`config.mk`:
```
export PLATFORM = sky130hd
export DESIGN_NAME = id_ex_stage_flat
export DESIGN_NICKNAME = d
export VERILOG_FILES = /design/src/rtl/cpu_pkg.sv /design/src/rtl/id_ex_stage_if.sv /design/src/rtl/id_ex_stage_bypass.sv /design/src/rtl/id_ex_stage.sv /design/src/flat_wrapper.sv
export SDC_FILE = /design/constraint.sdc
export NUM_CORES = 1
export LEC_CHECK = 0
export CELL_PAD_IN_SITES_DETAIL_PLACEMENT = 1
export CELL_PAD_IN_SITES_GLOBAL_PLACEMENT = 2
export CORE_UTILIZATION = 24
export CTS_CLUSTER_DIAMETER = 60
export CTS_CLUSTER_SIZE = 12
export DETAILED_ROUTE_END_ITERATION = 16
export PLACE_DENSITY_LB_ADDON = 0.15
export SYNTH_ARGS = -nofsm -noshare
export SYNTH_HDL_FRONTEND = slang
export SYNTH_SLANG_ARGS = --single-unit
export TNS_END_PERCENT = 10
```
`constraint.sdc`:
```
create_clock -name clk_i -period 2.3 [get_ports clk_i]
set_input_delay 0.46 -clock clk_i [delete_from_list [all_inputs] [get_ports clk_i]]
set_output_delay 0.46 -clock clk_i [all_outputs]
set_load 0.05 [all_outputs]
```
`src/rtl/cpu_pkg.sv`:
```
// Shared MIPS core constants: control bundle layout and the hard-wired zero register.
package cpu_pkg;
  localparam int CTRL_W          = 10;
  localparam int CTRL_REG_WRITE  = 9;
  localparam int CTRL_MEM_READ   = 8;
  localparam int CTRL_MEM_WRITE  = 7;
  localparam int CTRL_MEM_TO_REG = 6;
  localparam int CTRL_ALU_SRC    = 5;
  localparam int CTRL_BRANCH     = 4;
  localparam int CTRL_ALU_OP_LSB = 0;
  localparam int CTRL_ALU_OP_W   = 4;

  localparam logic [4:0] REG_ZERO = 5'd0;
endpackage

```
`src/rtl/id_ex_stage_if.sv`:
```
// ID/EX boundary: decoded ID fields and write-back port in, latched EX fields out.
interface id_ex_stage_if #(
  parameter int DATA_W = 32,
  parameter int ADDR_W = 5,
  parameter int CTRL_W = cpu_pkg::CTRL_W
);
  logic              id_valid_i;
  logic [ADDR_W-1:0] id_rs_addr_i;
  logic [ADDR_W-1:0] id_rt_addr_i;
  logic [ADDR_W-1:0] id_rd_addr_i;
  logic [DATA_W-1:0] id_rs_data_i;
  logic [DATA_W-1:0] id_rt_data_i;
  logic              id_uses_rs_i;
  logic              id_uses_rt_i;
  logic [DATA_W-1:0] id_imm_i;
  logic [CTRL_W-1:0] id_ctrl_i;
  logic              wb_reg_write_i;
  logic [ADDR_W-1:0] wb_rd_addr_i;
  logic [DATA_W-1:0] wb_rd_data_i;
  logic              stall_i;
  logic              flush_i;

  logic              ex_valid_o;
  logic [ADDR_W-1:0] ex_rs_addr_o;
  logic [ADDR_W-1:0] ex_rt_addr_o;
  logic [ADDR_W-1:0] ex_rd_addr_o;
  logic [DATA_W-1:0] ex_rs_data_o;
  logic [DATA_W-1:0] ex_rt_data_o;
  logic [DATA_W-1:0] ex_imm_o;
  logic [CTRL_W-1:0] ex_ctrl_o;
  logic              hazard_stall_o;

  modport master (
    output id_valid_i, id_rs_addr_i, id_rt_addr_i, id_rd_addr_i,
           id_rs_data_i, id_rt_data_i, id_uses_rs_i, id_uses_rt_i,
           id_imm_i, id_ctrl_i, wb_reg_write_i, wb_rd_addr_i, wb_rd_data_i,
           stall_i, flush_i,
    input  ex_valid_o, ex_rs_addr_o, ex_rt_addr_o, ex_rd_addr_o,
           ex_rs_data_o, ex_rt_data_o, ex_imm_o, ex_ctrl_o, hazard_stall_o
  );

  modport slave (
    input  id_valid_i, id_rs_addr_i, id_rt_addr_i, id_rd_addr_i,
           id_rs_data_i, id_rt_data_i, id_uses_rs_i, id_uses_rt_i,
           id_imm_i, id_ctrl_i, wb_reg_write_i, wb_rd_addr_i, wb_rd_data_i,
           stall_i, flush_i,
    output ex_valid_o, ex_rs_addr_o, ex_rt_addr_o, ex_rd_addr_o,
           ex_rs_data_o, ex_rt_data_o, ex_imm_o, ex_ctrl_o, hazard_stall_o
  );
endinterface

```
`src/rtl/id_ex_stage_bypass.sv`:
```
// Operand selection for one register read: $0 reads zero, a same-cycle write-back wins
// over the (not yet updated) register-file data.
module operand_bypass
  import cpu_pkg::*;
#(
  parameter int DATA_W = 32,
  parameter int ADDR_W = 5
) (
  input  logic [ADDR_W-1:0] addr_i,
  input  logic [DATA_W-1:0] rf_data_i,
  input  logic              wb_reg_write_i,
  input  logic [ADDR_W-1:0] wb_rd_addr_i,
  input  logic [DATA_W-1:0] wb_rd_data_i,
  output logic [DATA_W-1:0] operand_o
);
  always_comb begin
    operand_o = rf_data_i;
    if (addr_i == ADDR_W'(REG_ZERO)) begin
      operand_o = '0;
    end else if (wb_reg_write_i && (wb_rd_addr_i == addr_i)) begin
      operand_o = wb_rd_data_i;
    end
  end
endmodule

```
`src/rtl/id_ex_stage.sv`:
```
// ID/EX pipeline register with write-back bypass, $0 zeroing, load-use hazard detection,
// stall (hold) and flush/hazard (bubble insertion).
module id_ex_stage #(
  parameter int DATA_W = 32,
  parameter int ADDR_W = 5,
  parameter int CTRL_W = cpu_pkg::CTRL_W
) (
  input  logic        clk_i,
  input  logic        rst_i,
  id_ex_stage_if.slave bus
);
  logic [1:0][ADDR_W-1:0] op_addr;
  logic [1:0][DATA_W-1:0] op_rf;
  logic [1:0][DATA_W-1:0] op_val;

  assign op_addr[0] = bus.id_rs_addr_i;
  assign op_addr[1] = bus.id_rt_addr_i;
  assign op_rf[0]   = bus.id_rs_data_i;
  assign op_rf[1]   = bus.id_rt_data_i;

  for (genvar gi = 0; gi < 2; gi++) begin : g_bypass
    operand_bypass #(
      .DATA_W(DATA_W),
      .ADDR_W(ADDR_W)
    ) u_bypass (
      .addr_i        (op_addr[gi]),
      .rf_data_i     (op_rf[gi]),
      .wb_reg_write_i(bus.wb_reg_write_i),
      .wb_rd_addr_i  (bus.wb_rd_addr_i),
      .wb_rd_data_i  (bus.wb_rd_data_i),
      .operand_o     (op_val[gi])
    );
  end

  logic              valid_q,   valid_d;
  logic [ADDR_W-1:0] rs_addr_q, rs_addr_d;
  logic [ADDR_W-1:0] rt_addr_q, rt_addr_d;
  logic [ADDR_W-1:0] rd_addr_q, rd_addr_d;
  logic [DATA_W-1:0] rs_data_q, rs_data_d;
  logic [DATA_W-1:0] rt_data_q, rt_data_d;
  logic [DATA_W-1:0] imm_q,     imm_d;
  logic [CTRL_W-1:0] ctrl_q,    ctrl_d;
  logic              hazard;

  // A load in EX cannot forward in time to an ID consumer of its destination.
  assign hazard = valid_q && ctrl_q[cpu_pkg::CTRL_MEM_READ]
               && (rd_addr_q != ADDR_W'(cpu_pkg::REG_ZERO)) && bus.id_valid_i
               && ((bus.id_uses_rs_i && (bus.id_rs_addr_i == rd_addr_q))
                || (bus.id_uses_rt_i && (bus.id_rt_addr_i == rd_addr_q)));

  assign bus.hazard_stall_o = hazard && !bus.stall_i;

  always_comb begin
    valid_d   = valid_q;
    rs_addr_d = rs_addr_q;
    rt_addr_d = rt_addr_q;
    rd_addr_d = rd_addr_q;
    rs_data_d = rs_data_q;
    rt_data_d = rt_data_q;
    imm_d     = imm_q;
    ctrl_d    = ctrl_q;
    if (!bus.stall_i) begin
      if (bus.flush_i || hazard) begin
        valid_d   = 1'b0;
        rs_addr_d = '0;
        rt_addr_d = '0;
        rd_addr_d = '0;
        rs_data_d = '0;
        rt_data_d = '0;
        imm_d     = '0;
        ctrl_d    = '0;
      end else begin
        valid_d   = bus.id_valid_i;
        rs_addr_d = bus.id_rs_addr_i;
        rt_addr_d = bus.id_rt_addr_i;
        rd_addr_d = bus.id_rd_addr_i;
        rs_data_d = op_val[0];
        rt_data_d = op_val[1];
        imm_d     = bus.id_imm_i;
        ctrl_d    = bus.id_valid_i ? bus.id_ctrl_i : '0;
      end
    end
  end

  always_ff @(posedge clk_i or negedge rst_i) begin
    if (!rst_i) begin
      valid_q   <= 1'b0;
      rs_addr_q <= '0;
      rt_addr_q <= '0;
      rd_addr_q <= '0;
      rs_data_q <= '0;
      rt_data_q <= '0;
      imm_q     <= '0;
      ctrl_q    <= '0;
    end else begin
      valid_q   <= valid_d;
      rs_addr_q <= rs_addr_d;
      rt_addr_q <= rt_addr_d;
      rd_addr_q <= rd_addr_d;
      rs_data_q <= rs_data_d;
      rt_data_q <= rt_data_d;
      imm_q     <= imm_d;
      ctrl_q    <= ctrl_d;
    end
  end

  assign bus.ex_valid_o   = valid_q;
  assign bus.ex_rs_addr_o = rs_addr_q;
  assign bus.ex_rt_addr_o = rt_addr_q;
  assign bus.ex_rd_addr_o = rd_addr_q;
  assign bus.ex_rs_data_o = rs_data_q;
  assign bus.ex_rt_data_o = rt_data_q;
  assign bus.ex_imm_o     = imm_q;
  assign bus.ex_ctrl_o    = ctrl_q;
endmodule

```
`src/flat_wrapper.sv`:
```
// flat-port wrapper written by rule: the top's interface ports become plain ports
module id_ex_stage_flat 
#(
  parameter int DATA_W = 32,
  parameter int ADDR_W = 5,
  parameter int CTRL_W = cpu_pkg::CTRL_W
)
  (clk_i, rst_i, bus_id_valid_i, bus_id_rs_addr_i, bus_id_rt_addr_i, bus_id_rd_addr_i, bus_id_rs_data_i, bus_id_rt_data_i, bus_id_uses_rs_i, bus_id_uses_rt_i, bus_id_imm_i, bus_id_ctrl_i, bus_wb_reg_write_i, bus_wb_rd_addr_i, bus_wb_rd_data_i, bus_stall_i, bus_flush_i, bus_ex_valid_o, bus_ex_rs_addr_o, bus_ex_rt_addr_o, bus_ex_rd_addr_o, bus_ex_rs_data_o, bus_ex_rt_data_o, bus_ex_imm_o, bus_ex_ctrl_o, bus_hazard_stall_o);
  id_ex_stage_if #(.DATA_W(DATA_W), .ADDR_W(ADDR_W), .CTRL_W(CTRL_W)) bus_i ();
  input  logic clk_i;
  input  logic rst_i;
  input wire logic [$bits(bus_i.id_valid_i)-1:0] bus_id_valid_i;
  input wire logic [$bits(bus_i.id_rs_addr_i)-1:0] bus_id_rs_addr_i;
  input wire logic [$bits(bus_i.id_rt_addr_i)-1:0] bus_id_rt_addr_i;
  input wire logic [$bits(bus_i.id_rd_addr_i)-1:0] bus_id_rd_addr_i;
  input wire logic [$bits(bus_i.id_rs_data_i)-1:0] bus_id_rs_data_i;
  input wire logic [$bits(bus_i.id_rt_data_i)-1:0] bus_id_rt_data_i;
  input wire logic [$bits(bus_i.id_uses_rs_i)-1:0] bus_id_uses_rs_i;
  input wire logic [$bits(bus_i.id_uses_rt_i)-1:0] bus_id_uses_rt_i;
  input wire logic [$bits(bus_i.id_imm_i)-1:0] bus_id_imm_i;
  input wire logic [$bits(bus_i.id_ctrl_i)-1:0] bus_id_ctrl_i;
  input wire logic [$bits(bus_i.wb_reg_write_i)-1:0] bus_wb_reg_write_i;
  input wire logic [$bits(bus_i.wb_rd_addr_i)-1:0] bus_wb_rd_addr_i;
  input wire logic [$bits(bus_i.wb_rd_data_i)-1:0] bus_wb_rd_data_i;
  input wire logic [$bits(bus_i.stall_i)-1:0] bus_stall_i;
  input wire logic [$bits(bus_i.flush_i)-1:0] bus_flush_i;
  output wire logic [$bits(bus_i.ex_valid_o)-1:0] bus_ex_valid_o;
  output wire logic [$bits(bus_i.ex_rs_addr_o)-1:0] bus_ex_rs_addr_o;
  output wire logic [$bits(bus_i.ex_rt_addr_o)-1:0] bus_ex_rt_addr_o;
  output wire logic [$bits(bus_i.ex_rd_addr_o)-1:0] bus_ex_rd_addr_o;
  output wire logic [$bits(bus_i.ex_rs_data_o)-1:0] bus_ex_rs_data_o;
  output wire logic [$bits(bus_i.ex_rt_data_o)-1:0] bus_ex_rt_data_o;
  output wire logic [$bits(bus_i.ex_imm_o)-1:0] bus_ex_imm_o;
  output wire logic [$bits(bus_i.ex_ctrl_o)-1:0] bus_ex_ctrl_o;
  output wire logic [$bits(bus_i.hazard_stall_o)-1:0] bus_hazard_stall_o;
  assign bus_i.id_valid_i = bus_id_valid_i;
  assign bus_i.id_rs_addr_i = bus_id_rs_addr_i;
  assign bus_i.id_rt_addr_i = bus_id_rt_addr_i;
  assign bus_i.id_rd_addr_i = bus_id_rd_addr_i;
  assign bus_i.id_rs_data_i = bus_id_rs_data_i;
  assign bus_i.id_rt_data_i = bus_id_rt_data_i;
  assign bus_i.id_uses_rs_i = bus_id_uses_rs_i;
  assign bus_i.id_uses_rt_i = bus_id_uses_rt_i;
  assign bus_i.id_imm_i = bus_id_imm_i;
  assign bus_i.id_ctrl_i = bus_id_ctrl_i;
  assign bus_i.wb_reg_write_i = bus_wb_reg_write_i;
  assign bus_i.wb_rd_addr_i = bus_wb_rd_addr_i;
  assign bus_i.wb_rd_data_i = bus_wb_rd_data_i;
  assign bus_i.stall_i = bus_stall_i;
  assign bus_i.flush_i = bus_flush_i;
  assign bus_ex_valid_o = bus_i.ex_valid_o;
  assign bus_ex_rs_addr_o = bus_i.ex_rs_addr_o;
  assign bus_ex_rt_addr_o = bus_i.ex_rt_addr_o;
  assign bus_ex_rd_addr_o = bus_i.ex_rd_addr_o;
  assign bus_ex_rs_data_o = bus_i.ex_rs_data_o;
  assign bus_ex_rt_data_o = bus_i.ex_rt_data_o;
  assign bus_ex_imm_o = bus_i.ex_imm_o;
  assign bus_ex_ctrl_o = bus_i.ex_ctrl_o;
  assign bus_hazard_stall_o = bus_i.hazard_stall_o;
  id_ex_stage #(.DATA_W(DATA_W), .ADDR_W(ADDR_W), .CTRL_W(CTRL_W)) u_core (.clk_i(clk_i), .rst_i(rst_i), .bus(bus_i));
endmodule
```
==> results.tsv <==
metric	value	unit
outcome	complete, no violations	
drt wl/cell	20.0	um
final setup fails	0	
# diodes	0	
met3 wire length	1.33	mm
Area Overhead vs Synth	71.0	%
total negative slack	0	ns
clock sink count	122	
CTS max path bufs	2	
Die Wd	154	um
count of mapped cells out of synthesis	455	
top layer in use	met5	
async set-or-reset flop fraction in the synthesized netlist	100	%
crit path kind	in2out	
Yosys Warn Count	0	
fin. max-slew vios	0	
CP Max Fanout	2	
Cell variety after synth	24	
Mapped Nets	621	
relative slew slack	47.1	%
startpoint class of the critical path	primary input	
H-tree depth	4	
largest net degree at the start of global routing	74	
worst path arrival time	1.76	ns
wl on met1	8.80	mm
Cell Area, Synth	5560	sq um
fin worst setup slack	0.0834	ns
vias in the first global route	5497	
Core Util, Final	41.9	%
final RePlAce weighted congestion	0.758	
CP Capture Type	output pin	
Yosys reg bits	122	
global-route usage over all layers	18.1	%
Remaining DRCs	0	
post-synthesis simple-gate area fraction	5.92	%
GR Overflow Total	0	
post-synthesis adder-cell area fraction	0	%
dpl hpwl	15.4	mm
CTS tree	yes	
placed cell count	1013	
Slew @ Worst Pin	0.794	ns
RSZ-0062 raised after global routing	true	
clk_lat worst skew	0.42	ns
Port-buffer cells	288	
clk slew on worst S/H paths	0.06	ns
ys flop type	dfrtp_1	
Post-Layout Cell Count	1049	
top cells by area, synth	dfrtp_1 55%, mux2i_1 12%, a22o_1 7.6%	
first-pass GRT wire length	32.6	mm
Setup Skew	0.00987	ns
pre-CTS WS	-0.326	ns
die area	23800	sq um
LEAKAGE	0.00381	uW
Worst Path Required	1.84	ns
maximum VDD drop	0.382	mV
Post-synth top cells	122 x dfrtp_1, 67 x nand2_1, 64 x mux2i_1	
DIE HEIGHT	154	um
fin crit period	2.22	ns
Synth Area in XOR/XNOR	3.15	%
routed vias	4906	
mean post-synth cell area	12.2	sq um
P per Cell Area	723	nW/um^2
Maximum Capacitance Violations	0	
IO Count	289	
initial core utilization	24.5	%
CTS Buf Count	17	
fin nets	917	
mux cell area share after synthesis	11.5	%
FMAX	0.451	GHz
layout cells sized above 1	11.9	%
core box area	22700	sq um
Synth top area share	54.9	%
Period Utilization, post-route	96.4	%
Post-synth EDFFs	0	
area leader, netlist	dfrtp_1	
CTS Hold Bufs	0	
Initial DRC Count	154	
num rows	55	
Filler cells	2432	
antenna-violating nets left	0	
met2 wire len	10.5	mm
sequential share of the synthesized area	54.9	%
final wirelength	21.0	mm
largest family of logic cells by synthesized area	compound AO/OA/AOI/OAI gates	
vias per cell	4.68	
Root Buffer	clkbuf_16	
initial antenna violation count	1	
Worst Hold Class	in2async	
WHS	0.0415	ns
post-synthesis compound-gate area fraction	19.6	%
first drt pass iteration count	4	
Final Hold Fails	0	
count leader, synth	dfrtp_1	
==> per-stage QoR <==
stage	total power, uW	area [sq um]
after floorplan	3360	5560
after global placement	4190	8870
after detailed placement	4210	8870
after CTS	6970	9490
after global routing	7160	9510
final	6870	9510
==> cell type report <==
cell class	instances	area (sq um)	area share, %
clock inverter	13	143	1.50
tap	285	357	3.75
sequential	122	3060	32.2
multi-input combinational	291	2280	23.9
timing repair buffer	319	3220	33.9
clock buffer	19	453	4.76
==> state kept, by name, summed over array words and instances (netlist names) <==
name	flops
u_core.bus.ex_rs_data_o	32
u_core.bus.ex_rd_addr_o	5
u_core.bus.ex_imm_o	32
u_core.bus.ex_rs_addr_o	5
u_core.bus.ex_rt_data_o	32
u_core.bus.ex_rt_addr_o	5
u_core.bus.ex_ctrl_o	10
u_core.bus.ex_valid_o	1
==> cell usage in the layout, fill, tap and decap left out, types with 3 or more instances in the layout <==
cell             netlist  final
o31ai_1               53     53
buf_12                 0     10
dlygate4sd2_1          0      9
dfrtp_2                0      5
o31ai_2               11     11
buf_4                  6     24
xnor2_1               12     11
dfrtp_1              122    117
a22o_1                48     48
inv_6                  0      3
a32o_1                10     10
clkdlybuf4s50_1        0    276
clkbuf_16              0     17
nand2_1               67     67
mux2i_1               64     64
clkinvlp_4             0      5
xor2_1                 8      8
==> layer usage <==
| layer | up-vias | track usage [%] |
|---|---|---|
| li1 | 2278 | - |
| met1 | 2444 | 21.7 |
| met2 | 159 | 31.0 |
| met3 | 23 | 5.58 |
| met4 | 2 | 5.71 |
| met5 | - | 0 |
==> kinds of logic (layout without fill, tap and decap cells) <==
kind of cell / Yosys count / in the layout
flops: 122 / 122
compound gates: 126 / 126
mux: 64 / 64
simple gates: 81 / 81
xor+xnor: 20 / 20
buf+inv: 42 / 351
==> final timing paths <==
kind                                          endpoint                         from  cells after the start  slack [ns]
min in group clk_i         u_core.bus.ex_rt_data_o[23]                  bus_stall_i                      3        0.40
max in group asynchronous  u_core.bus.ex_rs_data_o[13]                        rst_i                      2        1.60
hold reg to reg            u_core.bus.ex_rt_data_o[15]  u_core.bus.ex_rt_data_o[15]                      2        0.48
hold / removal              u_core.bus.ex_rt_data_o[6]                        rst_i                      1        0.04
setup / recovery                    bus_hazard_stall_o          bus_id_rt_addr_i[1]                      7        0.08
setup reg to reg           u_core.bus.ex_rs_data_o[11]   u_core.bus.ex_rd_addr_o[2]                      9        0.21
==> repair_timing <==
action	CTS	global route
pin swaps	3	1
gates resized for setup	13	3
buffers inserted	2	2
setup endpoints to repair	1	3
==> power by group <==
group / switching [uW] / internal [uW] / leakage [uW] / total (uW)
combinational: 1010 / 723 / 0.00195 / 1740
sequential: 106 / 2320 / 0.00159 / 2420
clock: 1060 / 1660 / 0.000278 / 2710
total: 2180 / 4700 / 0.00381 / 6870
==> critical path: stages <==
cell             delay (ns)
clkdlybuf4s50_1        0.49
xnor2_1                0.13
nand4_1                0.12
o22ai_2                0.17
nand2_1                0.09
nor2_2                 0.14
buf_12                 0.15
No activity file was read; power rests on OpenSTA's default activity.
